## src/rtl/keypad_scanner.sv

```systemverilog
// 4x4 matrix keypad scanner: column scanning, frame-level debounce, one-hot/binary key output.
// Optional macro KEYPAD_REPEAT_EN adds auto-repeat key_valid pulses while a key stays held.
module keypad_scanner #(
    parameter int SCAN_DIV        = 50000,
    parameter int DEBOUNCE_FRAMES = 5,
    parameter int REPEAT_FRAMES   = 100
) (
    input  logic        clk,
    input  logic        rst,
    input  logic [3:0]  row_in,
    output logic [3:0]  col_out,
    output logic [15:0] onehot,
    output logic [3:0]  key_code,
    output logic        key_valid
);
    localparam int DW      = (SCAN_DIV > 2) ? $clog2(SCAN_DIV) : 1;
    localparam int CNT_MAX = (DEBOUNCE_FRAMES > REPEAT_FRAMES) ? DEBOUNCE_FRAMES : REPEAT_FRAMES;
    localparam int CW      = $clog2(CNT_MAX + 1);

    typedef enum logic [1:0] {IDLE, PRESS_DB, PRESSED, RELEASE_DB} state_t;

    logic [DW-1:0] dwell_reg;
    logic [1:0]    col_reg;
    logic [15:0]   frame_reg;
    logic [15:0]   frame_now;
    logic          sample;
    logic          frame_eval;
    logic          frame_zero;
    logic          frame_single;

    state_t        state_reg, state_next;
    logic [CW-1:0] db_cnt_reg, db_cnt_next;
    logic [CW-1:0] db_inc;
    logic [15:0]   candidate_reg, candidate_next;
    logic [15:0]   onehot_reg, onehot_next;
    logic [3:0]    key_code_reg, key_code_next;
    logic          key_valid_reg, key_valid_next;

    function automatic logic [3:0] onehot_index(input logic [15:0] v);
        logic [3:0] idx;
        idx = 4'd0;
        for (int i = 0; i < 16; i++) begin
            if (v[i]) idx = idx | 4'(i);
        end
        return idx;
    endfunction

    assign sample     = (dwell_reg == DW'(SCAN_DIV - 1));
    assign frame_eval = sample && (col_reg == 2'd3);
    assign col_out    = ~(4'b0001 << col_reg);

    // The column being sampled is merged in combinationally so the full frame is ready on the column-3 sample.
    generate
        for (genvar gi = 0; gi < 16; gi++) begin : g_frame_bit
            assign frame_now[gi] = (sample && (col_reg == 2'(gi % 4))) ? ~row_in[gi / 4] : frame_reg[gi];
        end
    endgenerate

    assign frame_zero   = (frame_now == 16'h0000);
    assign frame_single = !frame_zero && ((frame_now & (frame_now - 16'd1)) == 16'h0000);
    assign db_inc       = db_cnt_reg + CW'(1);

    always_ff @(posedge clk) begin
        if (rst) begin
            dwell_reg <= '0;
            col_reg   <= 2'd0;
            frame_reg <= 16'h0000;
        end else begin
            frame_reg <= frame_now;
            if (sample) begin
                dwell_reg <= '0;
                col_reg   <= col_reg + 2'd1;
            end else begin
                dwell_reg <= dwell_reg + DW'(1);
            end
        end
    end

`ifdef KEYPAD_REPEAT_EN
    logic [CW-1:0] rep_cnt_reg, rep_cnt_next;
    logic [CW-1:0] rep_inc;
    assign rep_inc = rep_cnt_reg + CW'(1);

    always_ff @(posedge clk) begin
        if (rst) rep_cnt_reg <= '0;
        else     rep_cnt_reg <= rep_cnt_next;
    end
`endif

    always_ff @(posedge clk) begin
        if (rst) begin
            state_reg     <= IDLE;
            db_cnt_reg    <= '0;
            candidate_reg <= 16'h0000;
            onehot_reg    <= 16'h0000;
            key_code_reg  <= 4'd0;
            key_valid_reg <= 1'b0;
        end else begin
            state_reg     <= state_next;
            db_cnt_reg    <= db_cnt_next;
            candidate_reg <= candidate_next;
            onehot_reg    <= onehot_next;
            key_code_reg  <= key_code_next;
            key_valid_reg <= key_valid_next;
        end
    end

    always_comb begin
        state_next     = state_reg;
        db_cnt_next    = db_cnt_reg;
        candidate_next = candidate_reg;
        onehot_next    = onehot_reg;
        key_code_next  = key_code_reg;
        key_valid_next = 1'b0;
`ifdef KEYPAD_REPEAT_EN
        rep_cnt_next   = (state_reg == PRESSED) ? rep_cnt_reg : '0;
`endif
        if (frame_eval) begin
            unique case (state_reg)
                IDLE: begin
                    if (frame_single) begin
                        state_next     = PRESS_DB;
                        candidate_next = frame_now;
                        db_cnt_next    = CW'(1);
                    end
                end
                PRESS_DB: begin
                    if (frame_now == candidate_reg) begin
                        if (db_inc == CW'(DEBOUNCE_FRAMES)) begin
                            state_next     = PRESSED;
                            db_cnt_next    = '0;
                            onehot_next    = candidate_reg;
                            key_code_next  = onehot_index(candidate_reg);
                            key_valid_next = 1'b1;
                        end else begin
                            db_cnt_next = db_inc;
                        end
                    end else begin
                        state_next  = IDLE;
                        db_cnt_next = '0;
                    end
                end
                PRESSED: begin
                    if (frame_zero) begin
                        state_next  = RELEASE_DB;
                        db_cnt_next = CW'(1);
`ifdef KEYPAD_REPEAT_EN
                        rep_cnt_next = '0;
                    end else if (frame_now == onehot_reg) begin
                        if (rep_inc == CW'(REPEAT_FRAMES)) begin
                            rep_cnt_next   = '0;
                            key_valid_next = 1'b1;
                        end else begin
                            rep_cnt_next = rep_inc;
                        end
`endif
                    end
                end
                RELEASE_DB: begin
                    if (frame_zero) begin
                        if (db_inc == CW'(DEBOUNCE_FRAMES)) begin
                            state_next    = IDLE;
                            db_cnt_next   = '0;
                            onehot_next   = 16'h0000;
                            key_code_next = 4'd0;
                        end else begin
                            db_cnt_next = db_inc;
                        end
                    end else begin
                        // Bounce during release: resume the held key without a new pulse.
                        state_next  = PRESSED;
                        db_cnt_next = '0;
                    end
                end
                default: state_next = IDLE;
            endcase
        end
    end

    assign onehot    = onehot_reg;
    assign key_code  = key_code_reg;
    assign key_valid = key_valid_reg;
endmodule

```

## config.mk

```make
export PLATFORM = sky130hd
export DESIGN_NAME = keypad_scanner
export DESIGN_NICKNAME = d
export VERILOG_FILES = /design/src/rtl/keypad_scanner.sv
export SDC_FILE = /design/constraint.sdc
export NUM_CORES = 1
export LEC_CHECK = 0
export CAP_MARGIN = 10
export CORE_MARGIN = 10
export CORE_UTILIZATION = 55
export DETAILED_ROUTE_END_ITERATION = 10
export GPL_TIMING_DRIVEN = 0
export PLACE_DENSITY = 0.75
export SLEW_MARGIN = 20
export SYNTH_ARGS = -nofsm -noshare
export SYNTH_HDL_FRONTEND = slang
export SYNTH_SLANG_ARGS = --single-unit
export TNS_END_PERCENT = 20
```

## constraint.sdc

```tcl
create_clock -name clk -period 6.5 [get_ports clk]
set_input_delay 1.3 -clock clk [delete_from_list [all_inputs] [get_ports clk]]
set_output_delay 1.3 -clock clk [all_outputs]
set_load 0.005 [all_outputs]
```

==> reports/qor.txt, run 1 <==
LAYOUT
--------------------------------------------------------------------------------
Area taken by flip-flops and latches                                   1602 um^2
Total number of nets in the final design                                     611
Area of the multi-input gates                                          2912 um^2
Synthesis-to-layout area growth                                           13.98%
Final-layout fill cell count                                                 725
Fraction of layout instances using a drive strength above 1               10.61%
Antenna fix cells                                                              0

CLOCK NETWORK
--------------------------------------------------------------------------------
Number of buffers on the longest clock path                                    2
Later-pin clock latency in the skew report                               0.36 ns
Quantity of hold-fixing buffers added after cts                                0
CTS clock-pin slew for the worst setup and hold paths                    0.09 ns
Cell chosen for the clock root                                      sky130_fd_sc_hd__clkbuf_8
Post-CTS resize count                                                          0
# H-tree levels                                                                3
TritonCTS clock tree                                                       built
Count of buffers added by post-CTS timing repair for setup                     0
Clock tree sinks                                                              80
Cts bufs inserted                                                              9

GLOBAL ROUTE
--------------------------------------------------------------------------------
Maximum number of pins on one net before global-route repair                  15
Vias in the first global route                                              4264
Global-route wire length before repair                                  22.73 mm
Total routing usage reported by global routing                            21.74%
Number of antenna violations at the first check in global routing              0
GRT overflow                                                                   0

SETUP PATH
--------------------------------------------------------------------------------
Maximum fanout along the worst path                                           10
Category of the worst setup path capture point                              flop
Crit Path Category                                                       reg2reg
Required time at the endpoint of the critical path                       6.75 ns
Data arrival at the endpoint of the critical path                        5.39 ns
R2R cell count                                                                11
Kind of start point of the critical path                                    flop

YOSYS
--------------------------------------------------------------------------------
Most common cell in the synthesized netlist                         sky130_fd_sc_hd__dfxtp_1
Count of flip-flops with a built-in enable after synthesis                     0
Number of cells produced by synthesis                                        560
Register bit count reported by yosys                                          80
Ys Warns                                                                       0
Area fraction of the dominant cell type after synthesis                   33.89%
Post-synth top cells                                                80 x sky130_fd_sc_hd__dfxtp_1, 59 x sky130_fd_sc_hd__nor2_1, 34 x sky130_fd_sc_hd__a21oi_1
Avg Cell Area, Syn                                                    8.439 um^2
Share of synthesized flip-flops with an asynchronous set or reset             0%
Number of distinct library cells after synthesis                              72
Number of nets produced by synthesis                                         573
Cell types with the largest area share after synthesis              sky130_fd_sc_hd__dfxtp_1 34%, sky130_fd_sc_hd__nor2_1 4.7%, sky130_fd_sc_hd__a21oi_1 3.6%
Cell area after synthesis                                              4726 um^2
Sequential-to-total area share from yosys stat                            33.89%
Post-synth top area cell                                            sky130_fd_sc_hd__dfxtp_1
Dominant register cell in the synthesized netlist                   sky130_fd_sc_hd__dfxtp_1

FLOORPLANNING
--------------------------------------------------------------------------------
FP Rows                                                                       33
Core ar.                                                               8299 um^2
Chip Width                                                              112.7 um
Die area                                                              12700 um^2
Initial Util                                                              56.94%
Number of top-level pins                                                      31
Die height                                                              112.7 um

STA
--------------------------------------------------------------------------------
Final hold vios                                                                0
Normalized max-slew margin                                                34.37%
Clock Skew                                                            0.01167 ns
Post-layout minimum cycle time                                          5.140 ns
Setup slack of the critical path after layout                           1.360 ns
Setup tns final                                                             0 ns
RSZ-0062 raised after global routing                                          no
Max Slew Vio Count                                                             0
Number of failing setup endpoints in the final timing report                   0
Fraction of the cycle the final worst path needs                          79.08%
Maximum clock frequency                                               0.1945 GHz
Transition at the pin with the smallest max-transition slack           0.9754 ns

DRT
--------------------------------------------------------------------------------
Number of DRC violations after detailed-routing iteration 0                  396
Post-route ant nets                                                            0
Vias after detailed routing                                                 4529
DRC                                                                            0
Wire length per cell                                                    20.09 um
Total Routed Length                                                     14.23 mm
Routed via count divided by cell count                                     6.397
First drt pass iteration count                                                 5

HOLD PATH
--------------------------------------------------------------------------------
Worst hold path depth                                                          1
Class of the most critical hold timing path                              reg2reg

PLACEMENT
--------------------------------------------------------------------------------
IO buf count                                                                  27
Worst-case setup slack after placement                                  1.225 ns
Dpl hpwl                                                                10.66 mm
Routability congestion estimate from global placement                     0.9706

STATUS
--------------------------------------------------------------------------------
Outcome                                                                completed

PWR
--------------------------------------------------------------------------------
Leakage                                                              0.002039 uW
Power density of the placed cells                                   175.6 nW/um^2
Peak supply drop                                                        187.1 uV

FLOW RUN
--------------------------------------------------------------------------------
Maxcap violations                                                              0

## layout by cell type, fill, tap and decap left out, types with 5 or more instances in the layout
| master | synthesis | layout |
|---|---|---|
| sky130_fd_sc_hd__a211oi_1 | 7 | 7 |
| sky130_fd_sc_hd__a21oi_1 | 34 | 34 |
| sky130_fd_sc_hd__a31oi_1 | 7 | 7 |
| sky130_fd_sc_hd__and2_1 | 7 | 7 |
| sky130_fd_sc_hd__and3_1 | 9 | 9 |
| sky130_fd_sc_hd__clkbuf_1 | 22 | 22 |
| sky130_fd_sc_hd__clkbuf_8 | 0 | 11 |
| sky130_fd_sc_hd__clkdlybuf4s50_1 | 0 | 27 |
| sky130_fd_sc_hd__dfxtp_1 | 80 | 80 |
| sky130_fd_sc_hd__ha_1 | 7 | 7 |
| sky130_fd_sc_hd__inv_1 | 19 | 19 |
| sky130_fd_sc_hd__mux2_2 | 8 | 8 |
| sky130_fd_sc_hd__mux2_4 | 10 | 10 |
| sky130_fd_sc_hd__mux2i_1 | 17 | 17 |
| sky130_fd_sc_hd__nand2_1 | 30 | 30 |
| sky130_fd_sc_hd__nand3_1 | 31 | 31 |
| sky130_fd_sc_hd__nand4_1 | 11 | 11 |
| sky130_fd_sc_hd__nor2_1 | 59 | 59 |
| sky130_fd_sc_hd__nor2b_1 | 24 | 24 |
| sky130_fd_sc_hd__nor3_1 | 8 | 8 |
| sky130_fd_sc_hd__nor4_1 | 12 | 10 |
| sky130_fd_sc_hd__o21ai_0 | 29 | 29 |
| sky130_fd_sc_hd__o31a_1 | 5 | 5 |
| sky130_fd_sc_hd__xnor2_1 | 9 | 9 |
| sky130_fd_sc_hd__xor2_1 | 14 | 14 |
## cell families after synthesis
family	after synthesis	share of synthesized area (%)
flip-flops	80	33.89
XOR/XNOR	23	4.263
adder cells (fa/ha/maj)	9	2.277
AND/OR/NAND/NOR	226	26.16
multiplexers	36	8.975
buffers and inverters	53	4.951
AO/OA/AOI/OAI	133	19.49
## routing by layer
layer / part of all wire [%] / track usage [%] / vias to the layer above
met2: 46 / 33.45 / 216
met4: 2.0 / 7.191 / 0
met1: 44 / 29.72 / 2157
met3: 7.3 / 4.173 / 27
li1: - / - / 2129
met5: 0 / 0 / -
## worst max-delay path: stages, from the launching register on
cell and delay (ns):
sky130_fd_sc_hd__dfxtp_1 0.37, sky130_fd_sc_hd__or4bb_1 0.57, sky130_fd_sc_hd__buf_2 0.23, sky130_fd_sc_hd__nor4_4 0.63, sky130_fd_sc_hd__mux2i_1 0.84, sky130_fd_sc_hd__nand3_1 0.20
sky130_fd_sc_hd__o31ai_1 0.26, sky130_fd_sc_hd__nor4b_1 0.42, sky130_fd_sc_hd__o2111a_2 0.37, sky130_fd_sc_hd__nor4b_4 0.53, sky130_fd_sc_hd__buf_6 0.28, sky130_fd_sc_hd__mux2_4 0.31
## layout make-up
cell class | instances | share of cell area [%]
Sequential cell | 80 | 29.73
Tap cell | 105 | 2.439
Clock inverter | 5 | 1.603
Multi-Input combinational cell | 427 | 54.05
Timing Repair Buffer | 27 | 5.017
Clock buffer | 11 | 2.811
Buffer | 33 | 2.950
Inverter | 20 | 1.394
## where the power goes
| part | total (uW) | switching, uW | internal [uW] |
|---|---|---|---|
| Sequential | 492 | 0.986 | 491 |
| Combinational | 22.4 | 17.5 | 4.84 |
| Clock | 432 | 192 | 240 |
## worst paths after layout
kind | from | end | slack, ns
setup reg to reg | dwell_reg[13] | candidate_reg[8] | 1.36
setup / recovery | dwell_reg[13] | candidate_reg[8] | 1.36
hold / removal | dwell_reg[0] | dwell_reg[0] | 0.46
hold reg to reg | dwell_reg[0] | dwell_reg[0] | 0.46
## stage by stage
step	cells	utilization [%]	area [um^2]	hold slack, ns	power (uW)
6_report	708	64.90	5386	0.4616	946.1
5_1_grt	708	64.90	5386	0.5055	977.0
4_1_cts	708	64.72	5371	0.4595	954.8
3_5_place_dp	692	61.86	5134	0.4376	525.6
3_3_place_gp	692	61.78	5127	0.4289	525.3
2_1_floorplan	560	-	4726	0.4175	516.5
No activity file was read; power rests on OpenSTA's default activity.
==> run 2: changes to the inputs <==
==> constraint.sdc (replaced) <==
create_clock -name clk -period 5.2 [get_ports clk]
set_input_delay 1.04 -clock clk [delete_from_list [all_inputs] [get_ports clk]]
set_output_delay 1.04 -clock clk [all_outputs]
set_load 0.005 [all_outputs]
==> run 2 against run 1 <==
Maximum frequency rose by 5.0%. Clock skew grew 0.00058 ns. Critical path depth did not move. Routed wire length is 0.35% higher. Utilization about the same. Power is 25% higher. Sequential cell count did not move. Global-route usage stayed put. Critical path type unchanged. Largest cell class unchanged. Largest power group unchanged.
==> reports/qor.txt, run 2 (same netlist as run 1, synthesis figures left out) <==
STATUS
--------------------------------------------------------------------------------
Outcome                                                                completed   unchanged

DRT
--------------------------------------------------------------------------------
Number of DRC violations after detailed-routing iteration 0                  445   was 396
Wire length per cell                                                    20.16 um   was 20.09 um
Post-route ant nets                                                            0   unchanged
Total Routed Length                                                     14.28 mm   was 14.23 mm
Vias after detailed routing                                                 4525   was 4529
First drt pass iteration count                                                 5   unchanged
Routed via count divided by cell count                                     6.391   was 6.397
DRC                                                                            0   unchanged

SETUP PATH
--------------------------------------------------------------------------------
Data arrival at the endpoint of the critical path                        5.14 ns   was 5.39 ns
R2R cell count                                                                11   unchanged
Kind of start point of the critical path                                    flop   unchanged
Required time at the endpoint of the critical path                       5.45 ns   was 6.75 ns
Crit Path Category                                                       reg2reg   unchanged
Maximum fanout along the worst path                                           10   unchanged
Category of the worst setup path capture point                              flop   unchanged

PLACEMENT
--------------------------------------------------------------------------------
Placed cell count                                                            692   unchanged
IO buf count                                                                  27   unchanged
Routability congestion estimate from global placement                     0.9706   unchanged
Dpl hpwl                                                                10.66 mm   unchanged
Area after DPL                                                         5134 um^2   unchanged

FLOORPLANNING
--------------------------------------------------------------------------------
Chip Width                                                              112.7 um   unchanged
FP Rows                                                                       33   unchanged
Number of top-level pins                                                      31   unchanged
Die area                                                              12700 um^2   unchanged
Die height                                                              112.7 um   unchanged
Core ar.                                                               8299 um^2   unchanged
Initial Util                                                              56.94%   unchanged

CLOCK NETWORK
--------------------------------------------------------------------------------
# H-tree levels                                                                3   unchanged
Post-CTS resize count                                                          1   was 0
Later-pin clock latency in the skew report                               0.36 ns   about the same
Cell chosen for the clock root                                      sky130_fd_sc_hd__clkbuf_8   unchanged
CTS clock-pin slew for the worst setup and hold paths                    0.09 ns   about the same
Cts bufs inserted                                                              9   unchanged
Quantity of hold-fixing buffers added after cts                                0   unchanged
Number of buffers on the longest clock path                                    2   unchanged
Count of buffers added by post-CTS timing repair for setup                     0   unchanged
TritonCTS clock tree                                                       built   unchanged
Clock tree sinks                                                              80   unchanged

STA
--------------------------------------------------------------------------------
Normalized max-slew margin                                                34.42%   was 34.37%
Number of failing setup endpoints in the final timing report                   0   unchanged
Worst hold-check slack                                                 0.4634 ns   was 0.4616 ns
Post-layout minimum cycle time                                          4.895 ns   was 5.140 ns
Clock Skew                                                            0.01225 ns   was 0.01167 ns
RSZ-0062 raised after global routing                                          no   unchanged
Final hold vios                                                                0   unchanged
Maximum clock frequency                                               0.2043 GHz   was 0.1945 GHz
Max Slew Vio Count                                                             0   unchanged
Fraction of the cycle the final worst path needs                          94.13%   was 79.08%
Transition at the pin with the smallest max-transition slack           0.9748 ns   was 0.9754 ns

PWR
--------------------------------------------------------------------------------
Leakage                                                              0.002040 uW   was 0.002039 uW
Peak supply drop                                                        233.9 uV   was 187.1 uV
Power density of the placed cells                                   219.7 nW/um^2   was 175.6 nW/um^2
Total power of the final layout                                          1184 uW   was 946.1 uW

GLOBAL ROUTE
--------------------------------------------------------------------------------
Total routing usage reported by global routing                            21.74%   unchanged
Vias in the first global route                                              4268   was 4264
Number of antenna violations at the first check in global routing              0   unchanged
Global-route wire length before repair                                  22.73 mm   unchanged
Maximum number of pins on one net before global-route repair                  15   unchanged
GRT overflow                                                                   0   unchanged

HOLD PATH
--------------------------------------------------------------------------------
Class of the most critical hold timing path                              reg2reg   unchanged
Worst hold path depth                                                          1   unchanged

LAYOUT
--------------------------------------------------------------------------------
Synthesis-to-layout area growth                                           14.06%   was 13.98%
Area taken by flip-flops and latches                                   1602 um^2   unchanged
Total number of nets in the final design                                     611   unchanged
Area of the multi-input gates                                          2915 um^2   was 2912 um^2
Antenna fix cells                                                              0   unchanged
Most common cell after layout, fill and taps aside                  sky130_fd_sc_hd__dfxtp_1   unchanged
Most frequent cells in the layout                                   80 x sky130_fd_sc_hd__dfxtp_1, 59 x sky130_fd_sc_hd__nor2_1, 34 x sky130_fd_sc_hd__a21oi_1   unchanged
Final-layout fill cell count                                                 723   was 725
Fraction of layout instances using a drive strength above 1               10.78%   was 10.61%
Post-Layout Inst Area                                                  5390 um^2   was 5386 um^2
Core utilization of the finished layout                                   64.95%   was 64.90%
Non-filler instance count after layout                                       708   unchanged

FLOW RUN
--------------------------------------------------------------------------------
Maxcap violations                                                              0   unchanged

-- run 2: cell types whose count changed in the layout (fill, tap and decap cells not counted) --
cell	previous run	this run
sky130_fd_sc_hd__mux2i_1	17	16
sky130_fd_sc_hd__mux2i_2	1	2
-- run 2: where the power goes --
group / internal, uW / leakage [uW] / total (uW) / switching (uW)
combinational: 6.06 / 0.00127 / 28.1 / 22.1
clock: 300 / 0.000120 / 541 / 241
sequential: 614 / 0.000645 / 615 / 1.27
-- run 2: area by class of cell --
cell class | instances | share of cell area [%]
Multi-Input combinational cell | 427 | 54.09
Clock inverter | 5 | 1.602
Buffer | 33 | 2.948
Inverter | 20 | 1.393
Tap cell | 105 | 2.437
Timing Repair Buffer | 27 | 5.014
Clock buffer | 11 | 2.809
Sequential cell | 80 | 29.71
-- run 2: path summary, 6_finish.rpt --
kind / endpoint / startpoint / slack (ns)
max: candidate_reg[8] / dwell_reg[13] / 0.31
max reg2reg: candidate_reg[8] / dwell_reg[13] / 0.31
min: dwell_reg[0] / dwell_reg[0] / 0.46
min reg2reg: dwell_reg[0] / dwell_reg[0] / 0.46
-- run 2: routing by layer --
| metal | vias to the layer above | track usage [%] | part of all wire [%] | routed length (um) |
|---|---|---|---|---|
| met5 | - | 0 | 0 | 0 |
| met4 | 0 | 7.191 | 1.9 | 274 |
| met3 | 31 | 4.173 | 7.3 | 1036 |
| met2 | 187 | 33.45 | 46 | 6565 |
| met1 | 2173 | 29.72 | 45 | 6400 |
| li1 | 2134 | - | - | - |
-- run 2: through the flow --
step,setup WS (ns),TNS (ns)
after floorplan,0.9944,0
after global placement,-0.06896,-0.6673
final,0.3050,0
after CTS,0.1835,0
after global routing,0.1015,0
after detailed placement,-0.07495,-0.6191
-- run 2: worst max-delay path, stage by stage (launching register included) --
cell and delay [ns]:
sky130_fd_sc_hd__dfxtp_1 0.36, sky130_fd_sc_hd__or4bb_1 0.57, sky130_fd_sc_hd__buf_2 0.23, sky130_fd_sc_hd__nor4_4 0.63
sky130_fd_sc_hd__mux2i_2 0.63, sky130_fd_sc_hd__nand4_1 0.17, sky130_fd_sc_hd__or4b_4 0.57, sky130_fd_sc_hd__a21oi_2 0.19
sky130_fd_sc_hd__o2111a_2 0.28, sky130_fd_sc_hd__nor4b_4 0.54, sky130_fd_sc_hd__buf_6 0.28, sky130_fd_sc_hd__mux2_4 0.31
